--- config.mk ---
export PLATFORM = sky130hd
export DESIGN_NAME = reg_port_ctrl
export DESIGN_NICKNAME = d
export VERILOG_FILES = /design/src/rtl/reg_port_ctrl.sv
export SDC_FILE = /design/constraint.sdc
export NUM_CORES = 1
export LEC_CHECK = 0
export CELL_PAD_IN_SITES_DETAIL_PLACEMENT = 1
export CELL_PAD_IN_SITES_GLOBAL_PLACEMENT = 1
export CORE_ASPECT_RATIO = 1.1
export CORE_UTILIZATION = 43
export DETAILED_ROUTE_END_ITERATION = 7
export GPL_ROUTABILITY_DRIVEN = 1
export MAX_ROUTING_LAYER = met4
export PLACE_DENSITY_LB_ADDON = 0.2
export SLEW_MARGIN = 20
export SYNTH_ARGS = -nofsm -noshare
export SYNTH_HDL_FRONTEND = slang
export SYNTH_SLANG_ARGS = --single-unit
--- constraint.sdc ---
create_clock -name clk_i -period 4.49 [get_ports clk_i]
set_input_delay 0.449 -clock clk_i [delete_from_list [all_inputs] [get_ports clk_i]]
set_output_delay 0.449 -clock clk_i [all_outputs]
set_load 0.005 [all_outputs]
--- src/rtl/reg_port_ctrl.sv ---
// Register-file port sequencer: queues writeback writes, serves decode reads with
// forwarding from the queue, and arbitrates the single we/re file port.
module reg_port_ctrl #(
  parameter int WQ_DEPTH = 4,
  parameter int ADDR_W   = 5,
  parameter int DATA_W   = 32
) (
  input  logic                       clk_i,
  input  logic                       rst_i,
  input  logic                       wr_valid_i,
  output logic                       wr_ready_o,
  input  logic [ADDR_W-1:0]          wr_addr_i,
  input  logic [DATA_W-1:0]          wr_data_i,
  input  logic                       rd_valid_i,
  output logic                       rd_ready_o,
  input  logic [ADDR_W-1:0]          rd_addr_a_i,
  input  logic [ADDR_W-1:0]          rd_addr_b_i,
  output logic                       rsp_valid_o,
  output logic [DATA_W-1:0]          rsp_data_a_o,
  output logic [DATA_W-1:0]          rsp_data_b_o,
  output logic [$clog2(WQ_DEPTH):0]  wq_count_o,
  output logic [ADDR_W-1:0]          rf_reg_a_o,
  output logic [ADDR_W-1:0]          rf_reg_b_o,
  output logic [ADDR_W-1:0]          rf_reg_w_o,
  output logic [DATA_W-1:0]          rf_data_in_o,
  output logic                       rf_we_o,
  output logic                       rf_re_o,
  input  logic [DATA_W-1:0]          rf_out_a_i,
  input  logic [DATA_W-1:0]          rf_out_b_i
);

  localparam int PW = $clog2(WQ_DEPTH);

  logic [PW:0]         head_q, head_d, tail_q, tail_d;
  logic [PW:0]         count;
  logic                full;
  logic                rd_acc, enq, deq;
  logic [ADDR_W-1:0]   wq_addr_q [WQ_DEPTH];
  logic [DATA_W-1:0]   wq_data_q [WQ_DEPTH];

  logic                fwd_a_hit, fwd_b_hit;
  logic [DATA_W-1:0]   fwd_a_data, fwd_b_data;

  logic                rsp_valid_q, rsp_valid_d;
  logic                zero_a_q, zero_a_d, zero_b_q, zero_b_d;
  logic                fwd_a_q, fwd_a_d, fwd_b_q, fwd_b_d;
  logic [DATA_W-1:0]   fwd_data_a_q, fwd_data_a_d, fwd_data_b_q, fwd_data_b_d;

  // Wrap bit in the pointers lets full and empty be told apart by subtraction.
  assign count      = tail_q - head_q;
  assign full       = (count == (PW+1)'(WQ_DEPTH));
  assign wq_count_o = count;

  assign wr_ready_o = !full && !rst_i;
  assign rd_ready_o = !full && !rst_i;

  assign rd_acc = rd_valid_i && rd_ready_o;
  assign enq    = wr_valid_i && wr_ready_o && (wr_addr_i != '0);
  assign deq    = rf_we_o;

  always_comb begin
    rf_we_o = 1'b0;
    rf_re_o = 1'b0;
    if (!rst_i) begin
      if (full) begin
        rf_we_o = 1'b1;
      end else if (rd_valid_i) begin
        rf_re_o = 1'b1;
      end else if (count != '0) begin
        rf_we_o = 1'b1;
      end
    end
  end

  assign rf_reg_a_o   = rd_addr_a_i;
  assign rf_reg_b_o   = rd_addr_b_i;
  assign rf_reg_w_o   = wq_addr_q[head_q[PW-1:0]];
  assign rf_data_in_o = wq_data_q[head_q[PW-1:0]];

  assign head_d = head_q + (PW+1)'(deq);
  assign tail_d = tail_q + (PW+1)'(enq);

  // Walk oldest to youngest so the last match (youngest write) wins.
  always_comb begin
    logic [PW-1:0] idx;
    idx        = '0;
    fwd_a_hit  = 1'b0;
    fwd_b_hit  = 1'b0;
    fwd_a_data = '0;
    fwd_b_data = '0;
    for (int i = 0; i < WQ_DEPTH; i++) begin
      idx = head_q[PW-1:0] + PW'(i);
      if ((PW+1)'(i) < count) begin
        if (wq_addr_q[idx] == rd_addr_a_i) begin
          fwd_a_hit  = 1'b1;
          fwd_a_data = wq_data_q[idx];
        end
        if (wq_addr_q[idx] == rd_addr_b_i) begin
          fwd_b_hit  = 1'b1;
          fwd_b_data = wq_data_q[idx];
        end
      end
    end
  end

  assign rsp_valid_d  = rd_acc;
  assign zero_a_d     = rd_acc ? (rd_addr_a_i == '0) : zero_a_q;
  assign zero_b_d     = rd_acc ? (rd_addr_b_i == '0) : zero_b_q;
  assign fwd_a_d      = rd_acc ? fwd_a_hit : fwd_a_q;
  assign fwd_b_d      = rd_acc ? fwd_b_hit : fwd_b_q;
  assign fwd_data_a_d = rd_acc ? fwd_a_data : fwd_data_a_q;
  assign fwd_data_b_d = rd_acc ? fwd_b_data : fwd_data_b_q;

  always_ff @(posedge clk_i or posedge rst_i) begin
    if (rst_i) begin
      head_q       <= '0;
      tail_q       <= '0;
      rsp_valid_q  <= 1'b0;
      zero_a_q     <= 1'b0;
      zero_b_q     <= 1'b0;
      fwd_a_q      <= 1'b0;
      fwd_b_q      <= 1'b0;
      fwd_data_a_q <= '0;
      fwd_data_b_q <= '0;
    end else begin
      head_q       <= head_d;
      tail_q       <= tail_d;
      rsp_valid_q  <= rsp_valid_d;
      zero_a_q     <= zero_a_d;
      zero_b_q     <= zero_b_d;
      fwd_a_q      <= fwd_a_d;
      fwd_b_q      <= fwd_b_d;
      fwd_data_a_q <= fwd_data_a_d;
      fwd_data_b_q <= fwd_data_b_d;
    end
  end

  // Entry storage needs no reset: only slots between head and tail are ever read.
  always_ff @(posedge clk_i) begin
    if (enq) begin
      wq_addr_q[tail_q[PW-1:0]] <= wr_addr_i;
      wq_data_q[tail_q[PW-1:0]] <= wr_data_i;
    end
  end

  // The file is not written while a read is accepted, so rf_out reflects pre-read state.
  assign rsp_valid_o  = rsp_valid_q;
  assign rsp_data_a_o = zero_a_q ? '0 : (fwd_a_q ? fwd_data_a_q : rf_out_a_i);
  assign rsp_data_b_o = zero_b_q ? '0 : (fwd_b_q ? fwd_data_b_q : rf_out_b_i);

endmodule

Yosys cells after proc, flatten, opt, wreduce, memory -nomap -nowiden --
Memories as Yosys holds them, arrays and structs flattened. Cells that the tools add are included. Widths: inputs -> output; s select.
Word-level totals: latch bits 0, memory bits (writable) 148, ROM bits 0, logic and storage cells 85, output and inout bits 119, memories kept 2, register bits after elaboration 75, input port bits 115
Memories:
- wq_data_q | words 4, width 32, read ports 4, clocked after memory_dff 0, wr ports 1, line 39 | logic [DATA_W-1:0] wq_data_q [WQ_DEPTH];
- wq_addr_q | words 4, width 5, read ports 4, clocked after memory_dff 0, wr ports 1, line 38 | logic [ADDR_W-1:0] wq_addr_q [WQ_DEPTH];
Operators by class: $lt $le $gt $ge 4, equality and inequality tests 9, muxes and demuxes 45, add/subtract/negate cells 6, reduce and logical (&&, ||, !) cells 10, shift-type cells 0, multiply operators 0, divide/modulo/power cells 0, bitwise operators 0
Operators with widths (count):
- $mux 32 | 20
- $eq 5x5->1 | 8
- $mux 1 | 25
- $logic_not 5->1 | 2
- $add 3x1->3 | 2
- $lt 1x3->1 const A | 2
- $lt 2x3->1 const A | 2
- $reduce_bool 5->1 | 1
- $add 2x2->2 const B | 2
- $logic_and 1x1->1 | 4
- $eq 3x3->1 const B | 1
- $reduce_bool 3->1 | 1
- $sub 3x3->3 | 1
- $add 2x1->2 const B | 1
- $logic_not 1->1 | 2

Longest topological paths before layout --
Gate-level depths: netlist (run 1). An unclocked memory read counts as a cell.
word-level depth 10, gate-level depth with buffers 13, mapped depth without buffers 12

Least setup slack after synthesis (run 1) --
Ideal clock, no wire load.
path type flip-flop to flip-flop, from register tail_q[0], to memory wq_addr_q[2][0], enable pin, setup time 0.398 ns, path buffers 0, arrival 3.072 ns, setup slack 1.020 ns, required time 4.092 ns, stages on the path, launching flop included 10, path through dfrtp_1 -> inv_1 -> ha_1 -> fa_1 -> xnor2_1 -> xor2_1 -> inv_2 -> a31oi_1 -> o311a_1 -> and3_1
On the way: cells in the longest elaborated chain, start to end 8
Ends and longest elaborated chain:
- from (decl) | line 34 | logic [PW:0] head_q, head_d, tail_q, tail_d;
- from (signal assigned) | line 127 | tail_q <= tail_d;
- $sub 3x3->3 | line 50 | assign count = tail_q - head_q;
- via wq_count_o[2] | line 21 | output logic [$clog2(WQ_DEPTH):0] wq_count_o,
- $eq 3x3->1 | line 51 | assign full = (count == (PW+1)'(WQ_DEPTH));
- $logic_not 1->1
- $logic_and 1x1->1
- via rd_ready_o | line 15 | output logic rd_ready_o,
- $logic_and 1x1->1 (2 in a row) | line 58 | assign enq = wr_valid_i && wr_ready_o && (wr_addr_i != '0);
- $mux 1 | line 140 | if (enq) begin
- $mux 1 (not written as such) | line 141 | wq_addr_q[tail_q[PW-1:0]] <= wr_addr_i;
- to (decl) | line 38
The timed path passes the listed nets, and every way through them passes these cells.

Worst setup path in the final report (run 1) --
from register head_q[1], to output port rf_re_o
On the way: cells in the longest elaborated chain, start to end 4
Ends and longest elaborated chain:
- from (decl) | line 34
- from (signal assigned) | line 116 | head_q <= '0;
- from (signal assigned) | line 126 | head_q <= head_d;
- $sub 3x3->3 | line 50
- $eq 3x3->1 | line 51
- $mux 1 | line 65 | if (full) begin
- $mux 1 | line 64 | if (!rst_i) begin
- to (decl) | line 27 | output logic rf_re_o,
No other way between the ends.

==> metrics.md, run 1 <==
| Metric | Value |
|---|---|
| Final Hold Vio Count | 0 |
| Final period util | 0.9269 |
| Pre-Repair DR Iteration Count | 5 |
| Status | finished, final reports clean |
| Crit path arrival time | between 3 and 4 ns |
| Most frequent cell after synthesis | mux2i_1 |
| Remaining antenna violation count | 0 |
| Worst slew margin | 0.2939 |
| CTS Buf Count | 26 |
| Mapped cell area | about 0.014 mm2 |
| Top cells by count, synth | mux2i_1, nor2_1, edfxtp_1, dfrtp_1, clkbuf_1 |
| CP startpoint kind | flip-flop |
| Min Hold Slack | around 0.44 ns |
| Layout cell share with drive strength beyond 1 | 0.1172 |
| Initial core utilization | 0.4408 |
| Number of global-route vias before repair | about 12000 |
| Final setup viols | 0 |
| Area growth, synth to finish | 24.38% |
| Highest clock rate | around 0.24 GHz |
| WL/cell | 24.86 um |
| PD cells | a little over 700 mW/mm2 |
| Slew @ Worst Pin | 1.059 ns |
| Max incr delay on CP | 0.67 ns |
| Cell taking the most area after synthesis | edfxtp_1 |
| EDFF count, synth | roughly 150 |
| GPL Wtd Cong | 0.8703 |
| Die height | approximately 190 um |
| GRT Util Overall | 0.2884 |
| Crit path cell chain | fa_1 -> xnor2_1 -> xor2_1 -> inv_2 -> a31oi_1 -> nand2_4 -> inv_1 -> clkdlybuf4s50_1 |
| Reg clk slew, reported paths | approximately 0.06 ns |
| Post CTS Setup Buffer Count | 0 |
| Peak supply drop | 0.0006390 V |
| Buf+Inv Stages, Crit Path | 3 |
| Final Non-Filler Cells | about 1900 |
| Largest net degree at the start of global routing | roughly 100 |
| Via density | 6.113 |
| Root Driver | clkbuf_16 |
| FP Rows | 68 |
| Worst-skew pair later-pin latency | 0.54 ns |
| Tmin final | approximately 4.2 ns |
| Nets | between 1500 and 2000 |
| DPL Wire Length | 29980 um |
| Seq/Total Area, Yosys | 0.4518 |
| Total grt overflow | 0 |
| Net Count, Synth | between 1000 and 1500 |
| Antenna violations before repair | 0 |
| Slowest CP cell | dfrtp_4 |
| Post-cts sizing count | 0 |
| First-pass GRT wire length | 71870 um |
| Mapped Cells | around 1300 |
| Synth Flop Type | edfxtp_1 |
| Crit. End Element | primary output |
| Setup Skew | between 0.01 and 0.015 ns |
| Drt drc | 0 |
| P_leak | 6.822 nW |
| Clock tree buffer depth | 3 |
| Ranking of synthesized cells by area | edfxtp_1, mux2i_1, dfrtp_1, mux2_2, a221o_1 |
| Number of distinct library cells after synthesis | 49 |
| Fraction of registers with async set/reset | 0.3363 |
| Worst path top cell family by delay | buffers and inverters |
| Cts-stage hold buffer count | 0 |
| Via Count | 11590 |
| Clk sink count | 223 |
| Crit-path max FO | 24 |
| Yosys reg bits | around 220 |
| Post-Syn Area per Cell | 10.74 um2 |
| Synth top area share | 0.3177 |
| Cells after DPL | 1847 |
| Diode count | 0 |
| Boundary Pins | around 230 |
| Final Max Tran Viols | 0 |
| Critical Path RT | slightly above 4 ns |
| RSZ-0062 raised after global routing | false |
| CTS tree | done |
| Overall die area | around 0.033 mm2 |
| IO buf count | 233 |
| Hold WC Path Type | in2async |
| H-tree depth | 1 |
| Total Wirelength | roughly 47000 um |
| YS warnings | 0 |
| Final TNS setup | 0 ns |
| Die X | 174.0 um |
| Initial DRC Count | 827 |
| Crit Path Class | reg2out |
| Core box area | 0.03174 mm2 |
| Max Cap Violations | 0 |
==> per-layer routing <==
metal | track usage | vias up | wire length (um)
met2 | 0.4980 | 464 | 23590
met4 | 0.09514 | 0 | 1355
met1 | 0.3492 | 5822 | 19300
li1 | - | 5189 | -
met3 | 0.03679 | 116 | 2901
met5 | - | - | 0
==> cell usage in the layout (no fill, tap or decap), types with 5 or more instances in the layout <==
cell / instances
clkbuf_1: 5
edfxtp_1: 148
xnor2_1: 18
a21oi_1: 67
mux2_2: 67
a22oi_1: 32
inv_1: 6
dfrtp_1: 69
and2_1: 32
buf_4: 25
nor2_1: 166
nand2_1: 51
clkdlybuf4s50_1: 233
mux2i_1: 204
a221o_1: 64
o21ai_0: 34
clkinv_2: 7
xor2_1: 36
o31ai_1: 34
a221oi_1: 32
clkbuf_16: 27
ha_1: 5
nor3_1: 36
nand3_1: 5
==> where the power goes <==
group | switching [mW] | internal (mW) | total (mW)
Combinational | 3.83 | 3.09 | 6.91
Clock | 0.864 | 1.28 | 2.15
Sequential | 0.542 | 2.72 | 3.26
Total | 5.23 | 7.09 | 12.3
==> logic make-up (layout without fill, tap and decap cells) <==
family,count (synthesis),after routing,synth area share
flops,223,223,0.4518
xor+xnor,54,54,0.03381
mux,283,283,0.2151
simple gates,311,311,0.09641
buf+inv,147,320,0.04955
compound gates,279,279,0.1474
fa+ha+maj,6,6,0.005903
==> final timing paths <==
kind                            from                to  slack (ns)  depth (start not counted)
setup / recovery           head_q[1]           rf_re_o        0.33                          8
hold / removal                 rst_i         tail_q[0]        0.44                          2
setup reg to reg           head_q[1]   fwd_data_b_q[2]        0.66                         10
hold reg to reg            head_q[2]         head_q[2]        0.50                          1
max in group asynchronous      rst_i  fwd_data_b_q[23]        3.27                          3
min in group clk_i         head_q[2]         head_q[2]        0.50                          1
==> sequential cells by signal (all words and copies together) (netlist names) <==
register / cells
zero_b_q: 1
rsp_valid_o: 1
wq_data_q: 128
fwd_data_a_q: 32
wq_addr_q: 20
tail_q: 3
fwd_a_q: 1
zero_a_q: 1
head_q: 3
fwd_b_q: 1
fwd_data_b_q: 32
==> final cells by class <==
type | instances | area (um2)
fillers | 3344 | 14340
multi-input cells | 933 | 7036
flip-flops and latches | 223 | 6334
repair buffers | 262 | 2608
clock buffers | 33 | 708.2
well taps | 420 | 525.5
clock inverters | 15 | 147.6
inverters | 10 | 42.54
==> through the flow <==
| step | instance area [um2] | utilization | setup WS, ns | power [mW] |
|---|---|---|---|---|
| floorplan | 13990 | - | 1.020 | 7.404 |
| global placement | 16510 | 0.5203 | 0.8241 | 9.913 |
| detailed placement | 16520 | 0.5205 | 0.6602 | 10.10 |
| CTS | 17370 | 0.5474 | 0.3261 | 12.29 |
| global route | 17400 | 0.5483 | 0.1763 | 12.97 |
| finish | 17400 | 0.5483 | 0.3284 | 12.32 |
No activity file was read; power rests on OpenSTA's default activity.
==> run 2, diff against run 1 <==
Settings changed: CORE_MARGIN from default to 1.
==> results of run 2 <==
Same layout as run 1: the final DEF is identical, and so are final timing and power.
==> run 3, diff against run 2 <==
Settings changed: CORE_UTILIZATION 43 to 39, SLEW_MARGIN 20 to default.
Clock period 4.49 ns to 3.35 ns, I/O delays scaled along.
==> run 3 against run 2 <==
  * Via count decreased by 0.82%
  * Wire length shrank 0.25%
  * Clock skew rose by 0.012 ns
  * Combinational power increased by 42%
  * Sequential share of layout area is 1.2 points lower
  * Flip-flop and latch count unchanged
  * Non-clock buffer count rose by 26
  * First-iteration DRC count fell by 11%
  * Sequential power rose by 32%
  * Worst setup slack got worse by 0.18 ns
  * Register-to-register slack got worse by 0.52 ns
  * Largest power group unchanged
  * Highest routed layer unchanged
==> metrics.md, run 3 (same netlist as run 1, synthesis figures left out) <==
| Metric | Value |
|---|---|
| Status | finished, final reports clean |
| Final Max Tran Viols | 0 (unchanged) |
| Final TNS setup | 0 ns (unchanged) |
| Max Cap Violations | 0 (unchanged) |
| Max incr delay on CP | 0.72 ns (+0.05 ns) |
| Pre-Repair DR Iteration Count | 5 (unchanged) |
| RSZ-0062 raised after global routing | false |
| Crit-path max FO | 16 (-33%) |
| Reg-to-reg slack, setup | 0.14 ns (-0.52 ns) |
| Worst-skew pair later-pin latency | 0.56 ns (+0.02 ns) |
| Cells after DPL | 1928 (+4.4%) |
| Remaining antenna violation count | 0 (unchanged) |
| Post-layout util | 0.5115 (-0.03679) |
| Die X | 182.6 um (+4.9%) |
| Slew @ Worst Pin | 0.8495 ns (-0.2097 ns) |
| P_int | 10.04 mW (+42%) |
| Slowest CP cell | or4_2 |
| Buf+Inv Stages, Crit Path | 3 (unchanged) |
| Tmin final | 3.205 ns |
| Via Count | 11500 (-0.82%) |
| DPL Wire Length | 30670 um (+2.3%) |
| Worst path top cell family by delay | simple AND/OR/NAND/NOR gates |
| Crit path cell chain | inv_2 -> ha_2 -> fa_2 -> xnor2_2 -> xor2_1 -> buf_4 -> or4_2 -> nand2_4 -> buf_4 -> a21oi_1 -> a221o_1 |
| Crit path arrival time | 3.64 ns (-0.07 ns) |
| Via density | 5.800 (-5.1%) |
| Crit. End Element | flip-flop |
| Final period util | 0.9568 |
| Critical Path RT | 3.79 ns (-0.25 ns) |
| GPL Wtd Cong | 0.8298 (-4.7%) |
| Final Non-Filler Cells | 1982 (+4.5%) |
| Dpl ws | 0.1689 ns (-0.4913 ns) |
| Clk sink count | 223 (unchanged) |
| Drt drc | 0 (unchanged) |
| Max FFs per register | 128 (unchanged) |
| Number of global-route vias before repair | 12070 (-1.7%) |
| Net Sw Frac | 0.4161 (-0.008806) |
| Final Hold Vio Count | 0 (unchanged) |
| Crit Path Class | reg2reg |
| P_leak | 7.091 nW (+3.9%) |
| Largest net degree at the start of global routing | 82 (-21%) |
| Comb pwr share | 0.572 (+0.011) |
| Final setup margin | 0.1449 ns (-0.1836 ns) |
| First-pass GRT wire length | 71280 um (-0.82%) |
| GRT Util Overall | 0.2596 (-0.02879) |
| Initial core utilization | 0.3972 (-0.04366) |
| Peak supply drop | 0.0007269 V (+14%) |
| Root Driver | clkbuf_16 |
| CTS tree | done |
| Layout cell share with drive strength beyond 1 | 0.1413 (+0.02412) |
| Boundary Pins | 234 (unchanged) |
| Flop pwr share | 0.251 (-0.014) |
| Total grt overflow | 0 (unchanged) |
| Clock tree buffer depth | 3 (unchanged) |
| PD cells | 954.3 mW/mm2 (+35%) |
| H-tree depth | 1 (unchanged) |
| Die height | 200.6 um (+5.0%) |
| Multi-input gate area | 0.007083 mm2 (+0.68%) |
| Setup Skew | 0.02422 ns (+0.01187 ns) |
| Nets | 1602 (+1.6%) |
| Final setup viols | 0 (unchanged) |
| Initial DRC Count | 732 (-11%) |
| Area growth, synth to finish | 28.79% |
| Hold WC Path Type | in2async |
| CP startpoint kind | flip-flop |
| Switching power total | 7.153 mW (+37%) |
| Reg clk slew, reported paths | 0.07 ns (about the same) |
| Fillers | 3710 (+11%) |
| Core box area | 0.03522 mm2 (+11%) |
| Min Hold Slack | 0.3047 ns (-0.1392 ns) |
| Most frequent cells in the layout | clkdlybuf4s50_1, mux2i_1, nor2_1, edfxtp_1, dfrtp_1 |
| Overall die area | 0.03663 mm2 (+10%) |
| WL/cell | 23.73 um (-4.6%) |
| CTS Buf Count | 25 (-3.8%) |
| Highest clock rate | slightly above 0.3 GHz |
| Antenna violations before repair | 1 (+1) |
| Top cell by count, worst path | buf_4 |
| Cts-stage hold buffer count | 0 (unchanged) |
| IO buf count | 233 (unchanged) |
| Worst slew margin | 0.4337 (+0.1398) |
| Clk pwr share | 0.178 (+0.004) |
| Register area | 0.006334 mm2 (unchanged) |
| Total Wirelength | 47030 um (-0.25%) |
| FP Rows | 72 (+5.9%) |
| Most common cell after layout, fill and taps aside | clkdlybuf4s50_1 |
==> run 3: changes by cell type in the layout (fill, tap and decap cells not counted), moves of 3 or more <==
cell / before / now
dlymetal6s2s_1: 0 / 4
buf_12: 3 / 22
mux2i_2: 4 / 7
clkinv_1: 4 / 0
mux2i_1: 204 / 201
clkbuf_8: 1 / 5
buf_4: 25 / 29
buf_6: 0 / 4
clkdlybuf4s50_1: 233 / 229
==> run 3: stage by stage <==
step / power [mW] / cell area (um2)
2_1_floorplan: 9.920 / 13990
3_3_place_gp: 13.67 / 16970
3_5_place_dp: 13.88 / 16970
4_1_cts: 17.12 / 17940
5_1_grt: 18.15 / 18020
6_report: 17.19 / 18020
==> run 3: power by group through the flow <==
stage                     clock network (mW)  logic (mW)  registers, mW
final                                   3.06        9.83           4.31
after global routing                    3.20        10.6           4.38
after CTS                               3.10        9.71           4.32
after detailed placement                   0        9.47           4.41
after global placement                     0        9.28           4.39
after floorplan                            0        6.00           3.92
==> run 3: metal layers <==
| metal | vias to the layer above | track usage | share of wire |
|---|---|---|---|
| met5 | - | - | 0 |
| li1 | 5242 | - | - |
| met2 | 401 | 0.4408 | 0.50 |
| met1 | 5784 | 0.3290 | 0.43 |
| met3 | 69 | 0.03229 | 0.051 |
| met4 | 0 | 0.05882 | 0.020 |
==> run 3: final timing paths <==
check | to | cells after the start | from
setup / recovery | fwd_data_a_q[5] | 11 | tail_q[0]
hold / removal | head_q[2] | 2 | rst_i
setup reg to reg | fwd_data_a_q[5] | 11 | tail_q[0]
hold reg to reg | fwd_data_a_q[26] | 1 | fwd_data_a_q[26]
max in group asynchronous | fwd_data_b_q[22] | 3 | rst_i
min in group clk_i | wq_data_q[1][19] | 1 | wr_data_i[19]
==> run 3: cell type report <==
| type | instances | area share |
|---|---|---|
| sequential | 223 | 0.3515 |
| multi-input combinational | 933 | 0.3931 |
| clock buffer | 35 | 0.03958 |
| tap | 481 | 0.03340 |
| antenna | 1 | 0.0001389 |
| inverter | 10 | 0.002361 |
| timing repair buffer | 288 | 0.1690 |
| clock inverter | 11 | 0.01083 |
==> run 3: worst reg2reg max path: cells and delay by family (launching register included) <==
family / cells / cell delay, ns
xor+xnor: 2 / 0.33
simple gates: 2 / 0.84
buf+inv: 3 / 0.50
flops: 1 / 0.40
compound gates: 2 / 0.45
fa+ha+maj: 2 / 0.56
==> run 3: timing repair <==
item / in CTS / in global routing
cloned: 0 / 0
endpoints found under the setup margin: 11 / 37
pin swaps: 2 / 3
gates resized for setup: 7 / 14
buffers inserted: 6 / 2
